`config.mk`:
```
export PLATFORM = sky130hd
export DESIGN_NAME = change_dispenser
export DESIGN_NICKNAME = d
export VERILOG_FILES = /design/src/rtl/change_dispenser.sv
export SDC_FILE = /design/constraint.sdc
export NUM_CORES = 1
export LEC_CHECK = 0
export CAP_MARGIN = 20
export CELL_PAD_IN_SITES_DETAIL_PLACEMENT = 1
export CELL_PAD_IN_SITES_GLOBAL_PLACEMENT = 2
export CORE_UTILIZATION = 34
export DETAILED_ROUTE_END_ITERATION = 12
export PLACE_DENSITY = 0.78
export REMOVE_ABC_BUFFERS = 1
export SLEW_MARGIN = 20
export SYNTH_ARGS = -nofsm -noshare
export SYNTH_HDL_FRONTEND = slang
export SYNTH_SLANG_ARGS = --single-unit
```
`constraint.sdc`:
```
create_clock -name clk -period 2.4 [get_ports clk]
set_input_delay 0.36 -clock clk [delete_from_list [all_inputs] [get_ports clk]]
set_output_delay 0.36 -clock clk [all_outputs]
set_load 0.02 [all_outputs]
```
`src/rtl/change_dispenser.sv`:
```
// change_dispenser
//   Output-side controller for the vending FSM. Takes the one-cycle vend
//   strobe plus 2-bit change code, runs the product-release motor and the
//   coin hopper through request/acknowledge handshakes, buffers one pending
//   transaction, declares a jam on handshake timeout and counts coins paid.
//
// Ports
//   clk          system clock, rising edge
//   rst          asynchronous active-low reset
//   vend_in      one-cycle strobe: release product
//   change_in    change code valid with vend_in (00 none, 01..11 coins)
//   vend_done    motor finished, sampled while vend_motor is high
//   coin_ack     hopper dropped one coin, sampled while coin_req is high
//   clr_err      clears jam (and discards state) and overrun
//   vend_motor   product-release request
//   coin_req     coin-drop request
//   busy         high in any state other than IDLE and JAM
//   done         one-cycle completion pulse
//   jam          sticky jam flag
//   overrun      sticky transaction-dropped flag
//   coins_left   coins still owed for the current transaction
//   coins_total  coins dispensed since reset, wraps
module change_dispenser #(
  parameter int TIMEOUT    = 1000,
  parameter int GAP_CYCLES = 4,
  parameter int CNT_W      = 16
) (
  input  logic             clk,
  input  logic             rst,
  input  logic             vend_in,
  input  logic [1:0]       change_in,
  input  logic             vend_done,
  input  logic             coin_ack,
  input  logic             clr_err,
  output logic             vend_motor,
  output logic             coin_req,
  output logic             busy,
  output logic             done,
  output logic             jam,
  output logic             overrun,
  output logic [1:0]       coins_left,
  output logic [CNT_W-1:0] coins_total
);

  // One timer serves both the handshake timeout and the inter-coin gap.
  localparam int TMAX = (TIMEOUT > GAP_CYCLES) ? TIMEOUT : GAP_CYCLES;
  localparam int TW   = $clog2(TMAX + 1);

  typedef enum logic [2:0] {IDLE, VEND, COIN, GAP, DONE, JAM} state_t;

  state_t           state_q;
  logic [TW-1:0]    timer_q;
  logic             vend_motor_q, coin_req_q, busy_q, done_q, jam_q;
  logic             overrun_q, overrun_d;
  logic [1:0]       coins_left_q;
  logic [CNT_W-1:0] coins_total_q;
  logic             pend_vld_q, pend_vend_q;
  logic [1:0]       pend_chg_q;

  logic             arrive, take_any, store, drop;
  logic             launch_vend;
  logic [1:0]       launch_chg;

  assign arrive = vend_in || (change_in != 2'b00);

  // Arrival routing. In IDLE a pending entry wins; the new arrival then
  // refills the buffer that is being emptied this same cycle.
  always_comb begin
    store       = 1'b0;
    drop        = 1'b0;
    take_any    = 1'b0;
    launch_vend = vend_in;
    launch_chg  = change_in;
    case (state_q)
      IDLE: begin
        if (pend_vld_q) begin
          take_any    = 1'b1;
          launch_vend = pend_vend_q;
          launch_chg  = pend_chg_q;
          store       = arrive;
        end else begin
          take_any = arrive;
        end
      end
      JAM:     drop = arrive;
      default: begin
        store = arrive && !pend_vld_q;
        drop  = arrive &&  pend_vld_q;
      end
    endcase
    // A new drop outranks a simultaneous clear.
    overrun_d = drop || (overrun_q && !clr_err);
  end

  always_ff @(posedge clk or negedge rst) begin
    if (!rst) begin
      state_q       <= IDLE;
      timer_q       <= '0;
      vend_motor_q  <= 1'b0;
      coin_req_q    <= 1'b0;
      busy_q        <= 1'b0;
      done_q        <= 1'b0;
      jam_q         <= 1'b0;
      overrun_q     <= 1'b0;
      coins_left_q  <= 2'd0;
      coins_total_q <= '0;
      pend_vld_q    <= 1'b0;
      pend_vend_q   <= 1'b0;
      pend_chg_q    <= 2'd0;
    end else begin
      done_q    <= 1'b0;
      overrun_q <= overrun_d;

      if (store) begin
        pend_vld_q  <= 1'b1;
        pend_vend_q <= vend_in;
        pend_chg_q  <= change_in;
      end else if (state_q == IDLE && pend_vld_q) begin
        pend_vld_q  <= 1'b0;
      end

      case (state_q)
        IDLE: begin
          if (take_any) begin
            timer_q      <= '0;
            coins_left_q <= launch_chg;
            busy_q       <= 1'b1;
            if (launch_vend) begin
              state_q      <= VEND;
              vend_motor_q <= 1'b1;
            end else begin
              state_q    <= COIN;
              coin_req_q <= 1'b1;
            end
          end
        end
        VEND: begin
          if (vend_done) begin
            vend_motor_q <= 1'b0;
            timer_q      <= '0;
            if (coins_left_q != 2'd0) begin
              state_q    <= COIN;
              coin_req_q <= 1'b1;
            end else begin
              state_q <= DONE;
              done_q  <= 1'b1;
            end
          end else if (timer_q == TW'(TIMEOUT - 1)) begin
            state_q      <= JAM;
            vend_motor_q <= 1'b0;
            jam_q        <= 1'b1;
            busy_q       <= 1'b0;
          end else begin
            timer_q <= timer_q + 1'b1;
          end
        end
        COIN: begin
          if (coin_ack) begin
            coin_req_q    <= 1'b0;
            timer_q       <= '0;
            coins_left_q  <= coins_left_q - 2'd1;
            coins_total_q <= coins_total_q + 1'b1;
            if (coins_left_q != 2'd1) begin
              state_q <= GAP;
            end else begin
              state_q <= DONE;
              done_q  <= 1'b1;
            end
          end else if (timer_q == TW'(TIMEOUT - 1)) begin
            state_q    <= JAM;
            coin_req_q <= 1'b0;
            jam_q      <= 1'b1;
            busy_q     <= 1'b0;
          end else begin
            timer_q <= timer_q + 1'b1;
          end
        end
        GAP: begin
          if (timer_q == TW'(GAP_CYCLES - 1)) begin
            state_q    <= COIN;
            coin_req_q <= 1'b1;
            timer_q    <= '0;
          end else begin
            timer_q <= timer_q + 1'b1;
          end
        end
        DONE: begin
          state_q <= IDLE;
          busy_q  <= 1'b0;
        end
        JAM: begin
          if (clr_err) begin
            state_q      <= IDLE;
            jam_q        <= 1'b0;
            coins_left_q <= 2'd0;
            pend_vld_q   <= 1'b0;
            timer_q      <= '0;
          end
        end
        default: state_q <= IDLE;
      endcase
    end
  end

  assign vend_motor  = vend_motor_q;
  assign coin_req    = coin_req_q;
  assign busy        = busy_q;
  assign done        = done_q;
  assign jam         = jam_q;
  assign overrun     = overrun_q;
  assign coins_left  = coins_left_q;
  assign coins_total = coins_total_q;

endmodule

```
==> summary.md, run 1 <==
| Metric | Value |
|---|---|
| Synth Area in Compound Gates | `0.172` |
| Placement Rows | `30` |
| CTS tree | `built` |
| Number of synthesized flops with an enable pin | `0` |
| Mapped Area | `2380 sq um` |
| Global-route wire length before repair | `between 10,000 and 15,000 um` |
| Vias in the first global route | `approximately 2,000` |
| Clk root buf | `clkbuf_8` |
| Most frequent cells in the layout | `dfrtp_1 (41), clkdlybuf4s50_1 (30), nand2_1 (24)` |
| Setup ws final | `around 0.18 ns` |
| Core area | `6760 sq um` |
| Initial Util | `0.352` |
| Ranking of synthesized cells by area | `dfrtp_1 (43%), mux2_2 (4.7%), a21oi_1 (3.8%)` |
| CP max FO | `7` |
| Req. time, crit path | `between 2 and 3 ns` |
| Pre-CTS setup slack | `0.199 ns` |
| Rel. slew slack | `0.601` |
| Synth Register Bits | `slightly above 40` |
| RSZ-0062 raised after global routing | `false` |
| Layout fillers | `793` |
| Post-Synth XOR/XNOR Area | `0.0590` |
| Chip Height | `85.6 um` |
| DRC | `0` |
| Setup slack, reg-to-reg | `between 0.15 and 0.2 ns` |
| Maxcap violations | `0` |
| First-pass DRT Iterations | `4` |
| Largest family of logic cells by synthesized area | `simple AND/OR/NAND/NOR gates` |
| VDD IR max | `0.000596 V` |
| Crit end category | `register` |
| Slew Limit Fails | `0` |
| Via/cell ratio | `about 5.5` |
| Initial DRC count | `70` |
| Most used DFF post-synth | `dfrtp_1` |
| Simple-gate portion of the synthesized area | `0.226` |
| Commonest non-fill, non-tap cell in the layout | `dfrtp_1` |
| Largest net degree at the start of global routing | `24` |
| Die X-Extent | `85.6 um` |
| Measured slew at the worst slew-check pin | `0.596 ns` |
| Overall routed net length | `6230 um` |
| Crit path DAT | `2.41 ns` |
| Total track usage | `0.184` |
| Async S/R FF share, synth | `1.00` |
| DP HPWL | `4650 um` |
| Hold Vio Cnt, Final | `0` |
| Share of the synthesized area in the top cell type | `0.432` |
| Mux contribution to synthesized area | `0.0600` |
| FF-to-FF path depth | `6` |
| Final period utilization | `0.927` |
| Critical path class | `reg2reg` |
| Adder-cell share of the synthesized area | `0.0211` |
| CTS Buf Count | `5` |
| Post-route clock skew | `~0.0045 ns` |
| CTS H-tree depth | `2` |
| Outcome | `finished, final reports clean` |
| # IOs | `32` |
| Initial antenna violation count | `0` |
| Drt wl/cell | `~17 um` |
| Seq/Total Area, Yosys | `0.432` |
| Largest area contributor in the netlist | `dfrtp_1` |
| Warnings, synthesis | `0` |
| Vias | `between 2,000 and 2,500` |
| Later-pin clock latency in the skew report | `slightly below 0.3 ns` |
| Worst Hold Slack | `0.398 ns` |
| Congestion Overflow GR | `0` |
| Power per cell area | `between 1000 and 1500 nW/um^2` |
| Min-delay worst type | `in2async` |
| RR Startpoint | `timer_q[1]` |
| FF-to-FF End | `timer_q[8]` |
| Die area | `7330 sq um` |
| Clock transition at the registers of the reported paths | `around 0.080 ns` |
| Max Fclk | `between 400 and 500 MHz` |
| PortBufs | `31` |
| Clock net sink count | `41` |
| Total negative slack | `0 ns` |
| Syn_area_per_cell | `around 9.5 sq um` |
| Minimum clock period | `2.22 ns` |
| Final Setup Violations | `0` |
| Setup Buffers After CTS | `0` |
| Syn Inst Count | `around 250` |
| Layout Nets | `~310` |
| N_diodes | `0` |
| Netlist cell types | `50` |
| Share of layout cells above drive strength 1 | `0.153` |
| Area Growth Syn to Fin | `24.5%` |
| Remaining antenna violation count | `0` |
| Leak | `roughly 1.3 nW` |
| RePlAce Congestion | `about 0.75` |
| Clk buf depth | `2` |
| Startpoint types | `register` |
report_power, final:
part | internal (mW) | switching (mW)
Combinational | 0.787 | 0.920
Sequential | 0.880 | 0.208
Clock | 0.303 | 0.243
stage by stage:
step                       util  instance area (sq um)  power [mW]  std cells
after floorplan               -                   2340        2.22        243
after global placement    0.421                   2840        2.78        367
after detailed placement  0.421                   2840        2.81        367
after CTS                 0.438                   2960        3.38        375
after global routing      0.438                   2960        3.60        375
final                     0.438                   2960        3.34        375
cells by family (layout without fill, tap and decap cells):
| group | after synthesis | after routing |
|---|---|---|
| AOI/OAI and AO/OA | 59 | 59 |
| DFF | 41 | 41 |
| muxes | 13 | 13 |
| buffers and inverters | 18 | 62 |
| xor gates and xnor gates | 16 | 16 |
| and+or+nand+nor | 100 | 100 |
| adders and majority gates | 4 | 4 |
synth_stat cells, types with 3 or more instances:
cell type  number
nor2_1         20
xnor2_1         8
inv_1          10
o22ai_1         3
dfrtp_1        41
nand2_1        24
nand3_1        15
clkbuf_1        4
nand3b_1        3
mux2_2         10
ha_1            4
mux2i_1         3
nand2b_1        7
nor2b_1         3
a22o_1          3
o21ai_0        11
nor3_1          5
a21oi_1        18
nand4_1         5
a31oi_1         4
xor2_1          8
per-layer routing:
metal,global-route usage,vias up,share of wire
met5,0,-,0
met4,0.0500,0,0.0034
met3,0.0327,2,0.023
met2,0.297,20,0.48
met1,0.255,1035,0.49
li1,-,1002,-
what timing repair did:
action                                  in CTS  in global routing
hold buffers                                 1                  0
hold endpoints to repair                     3                  0
endpoints found under the setup margin       0                  0
resized for setup                            0                  0
sequential cells by signal (all words and copies together), names as in the netlist:
signal / count
busy: 1
overrun: 1
coins_left: 2
vend_motor: 1
timer_q: 10
done: 1
coins_total: 16
pend_chg_q: 2
coin_req: 1
jam: 1
state_q: 3
pend_vld_q: 1
pend_vend_q: 1
how the worst max path moves through the flow:
stage                            end  slack [ns]  cells past startpoint       start
after detailed placement  timer_q[8]        0.20                      6  timer_q[0]
after CTS                 timer_q[8]        0.18                      6  timer_q[1]
after global routing      timer_q[8]        0.05                      6  timer_q[1]
after global placement    timer_q[8]        0.25                      6  timer_q[0]
final                     timer_q[8]        0.18                      6  timer_q[1]
after floorplan           timer_q[8]        0.42                      6  timer_q[0]
worst max-delay path: stages, from the launching register on:
cell,delay (ns)
dfrtp_1,0.40
ha_1,0.25
or3b_4,0.44
o41ai_4,0.55
nand2_4,0.13
a21o_1,0.18
a22o_1,0.17
cell type report:
| cell class | instances | area [sq um] | area share |
|---|---|---|---|
| sequential | 41 | 1030 | 0.347 |
| multi-input combinational | 192 | 1280 | 0.432 |
| clock buffer | 5 | 68.8 | 0.0233 |
| timing repair buffer | 45 | 413 | 0.140 |
| inverter | 10 | 37.5 | 0.0127 |
| tap | 80 | 100 | 0.0338 |
| clock inverter | 2 | 35.0 | 0.0118 |
(Power assumes the default switching activity.)
==> run 2: changes to the inputs <==
PLACE_DENSITY = default   (was 0.78)
PLACE_DENSITY_LB_ADDON = 0.1   (was default)
==> summary.md, run 2 (same netlist as run 1, synthesis figures left out) <==
| Metric | Value |
|---|---|
| Outcome | `finished, final reports clean (unchanged)` |
| Max Fclk | `447 MHz (was 450 MHz)` |
| Initial Util | `0.352 (unchanged)` |
| Design area | `2980 sq um (was 2960 sq um)` |
| Combinational Power Share | `0.511 (about the same)` |
| Req. time, crit path | `2.60 ns (was 2.59 ns)` |
| VDD IR max | `0.000600 V (was 0.000596 V)` |
| CP bufs+invs | `0 (unchanged)` |
| RePlAce Congestion | `0.735 (was 0.751)` |
| Power per cell area | `1140 nW/um^2 (was 1130 nW/um^2)` |
| Minimum clock period | `2.24 ns (was 2.22 ns)` |
| Final Setup Violations | `0 (unchanged)` |
| Largest net degree at the start of global routing | `28 (was 24)` |
| Max FFs per register | `16 (unchanged)` |
| PortBufs | `31 (unchanged)` |
| Setup Buffers After CTS | `0 (unchanged)` |
| Share of layout cells above drive strength 1 | `0.161 (was 0.153)` |
| Commonest non-fill, non-tap cell in the layout | `dfrtp_1 (unchanged)` |
| Area Growth Syn to Fin | `25.6% (was 24.5%)` |
| Total track usage | `0.186 (was 0.184)` |
| Startpoint types | `register (unchanged)` |
| Worst path max stage delay | `0.54 ns (was 0.55 ns)` |
| Clk buf depth | `2 (unchanged)` |
| Cell area after placement | `2860 sq um (was 2840 sq um)` |
| Hold Vio Cnt, Final | `0 (unchanged)` |
| Layout fillers | `780 (was 793)` |
| Crit end category | `register (unchanged)` |
| Vias in the first global route | `2,033 (was 2,050)` |
| # IOs | `32 (unchanged)` |
| First-pass DRT Iterations | `6 (was 4)` |
| DRC | `0 (unchanged)` |
| Clock transition at the registers of the reported paths | `0.09 ns (was 0.08 ns)` |
| Maxcap violations | `0 (unchanged)` |
| RSZ-0062 raised after global routing | `false (unchanged)` |
| Critical Path Slowest Stage Cell | `o41ai_4 (unchanged)` |
| Crit path DAT | `2.44 ns (was 2.41 ns)` |
| Clock Power Share | `0.174 (was 0.163)` |
| Clock net sink count | `41 (unchanged)` |
| Setup ws final | `0.163 ns (was 0.176 ns)` |
| Most frequent cells in the layout | `dfrtp_1 (41), clkdlybuf4s50_1 (30), nand2_1 (24) (unchanged)` |
| Final period utilization | `0.932 (was 0.927)` |
| N_diodes | `0 (unchanged)` |
| Reg power frac | `0.315 (was 0.326)` |
| Later-pin clock latency in the skew report | `0.30 ns (was 0.29 ns)` |
| Rel. slew slack | `0.605 (was 0.601)` |
| Initial DRC count | `54 (was 70)` |
| DP HPWL | `4500 um (was 4650 um)` |
| Core area | `6760 sq um (unchanged)` |
| Die X-Extent | `85.6 um (unchanged)` |
| Layout Nets | `309 (was 307)` |
| Via/cell ratio | `5.33 (was 5.49)` |
| Overall routed net length | `6270 um (was 6230 um)` |
| Global-route wire length before repair | `10,500 um (about the same)` |
| Critical path class | `reg2reg (unchanged)` |
| Leak | `1.29 nW (was 1.28 nW)` |
| Slew Limit Fails | `0 (unchanged)` |
| Congestion Overflow GR | `0 (unchanged)` |
| CTS tree | `built (unchanged)` |
| Remaining antenna violation count | `0 (unchanged)` |
| Pint | `2.00 mW (was 1.97 mW)` |
| CTS H-tree depth | `2 (unchanged)` |
| Min-delay worst type | `reg2reg (was in2async)` |
| Die area | `7330 sq um (unchanged)` |
| Post-route clock skew | `0.00248 ns (was 0.00453 ns)` |
| Pre-CTS setup slack | `0.193 ns (was 0.199 ns)` |
| Placement Rows | `30 (unchanged)` |
| Drt wl/cell | `16.6 um (about the same)` |
| Sw frac | `0.413 (was 0.411)` |
| CTS Buf Count | `5 (unchanged)` |
| Chip Height | `85.6 um (unchanged)` |
| NetSw | `1.41 mW (was 1.37 mW)` |
| Measured slew at the worst slew-check pin | `0.586 ns (was 0.596 ns)` |
| Delay-heaviest family, CP | `compound AO/OA/AOI/OAI gates (unchanged)` |
| Vias | `2,016 (was 2,059)` |
| CP max FO | `7 (unchanged)` |
| Initial antenna violation count | `0 (unchanged)` |
| Clk root buf | `clkbuf_8 (unchanged)` |
| Crit-path cells | `ha_1, or3b_4, o41ai_4, nand2_4, a21o_1, a22o_1 (unchanged)` |
| Total negative slack | `0 ns (unchanged)` |
run 2: cell types whose count changed in the layout (fill, tap and decap cells not counted), sizes merged:
cell,previous run,this run
buf,14,16
clkinvlp,0,1
run 2: through the flow:
| step | total power, mW | util | std cells | hold slack [ns] |
|---|---|---|---|---|
| floorplan | 2.22 | - | 243 | 0.0644 |
| detailed placement | 2.84 | 0.423 | 369 | 0.302 |
| global placement | 2.82 | 0.423 | 369 | 0.308 |
| CTS | 3.46 | 0.442 | 378 | 0.486 |
| global route | 3.67 | 0.442 | 378 | 0.515 |
| finish | 3.41 | 0.442 | 378 | 0.473 |
run 2: area by class of cell:
| cell class | instances | area [sq um] | area share |
|---|---|---|---|
| timing repair buffer | 47 | 428 | 0.143 |
| clock buffer | 5 | 68.8 | 0.0231 |
| sequential | 41 | 1030 | 0.344 |
| clock inverter | 3 | 46.3 | 0.0155 |
| tap | 80 | 100 | 0.0335 |
| inverter | 10 | 37.5 | 0.0126 |
| multi-input combinational | 192 | 1280 | 0.428 |
run 2: power by group through the flow:
stage,logic (mW),clock network (mW),registers (mW)
floorplan,0.983,0,1.23
global placement,1.73,0,1.09
detailed placement,1.75,0,1.09
CTS,1.77,0.620,1.08
global route,1.93,0.635,1.11
finish,1.74,0.592,1.07
run 2: layer usage:
metal / up-vias / track usage / share of wire / wire length, um
met1: 978 / 0.266 / 0.50 / 3160
met2: 24 / 0.289 / 0.46 / 2860
met3: 6 / 0.0318 / 0.026 / 165
met4: 0 / 0.0591 / 0.014 / 90
li1: 1008 / - / - / -
met5: - / 0 / 0 / 0
run 2: worst paths after layout:
path | start | end | slack [ns] | cells past startpoint
max | timer_q[0] | timer_q[8] | 0.16 | 6
max reg2reg | timer_q[0] | timer_q[8] | 0.16 | 6
min in group asynchronous | rst | timer_q[5] | 0.51 | 2
min | coins_total[15] | coins_total[15] | 0.47 | 1
min reg2reg | coins_total[15] | coins_total[15] | 0.47 | 1
max in group asynchronous | rst | state_q[0] | 1.22 | 3
run 2: what timing repair did:
item | in CTS | in global routing
hold endpoints to repair | 14 | 0
resized for setup | 0 | 0
hold buffers | 1 | 0
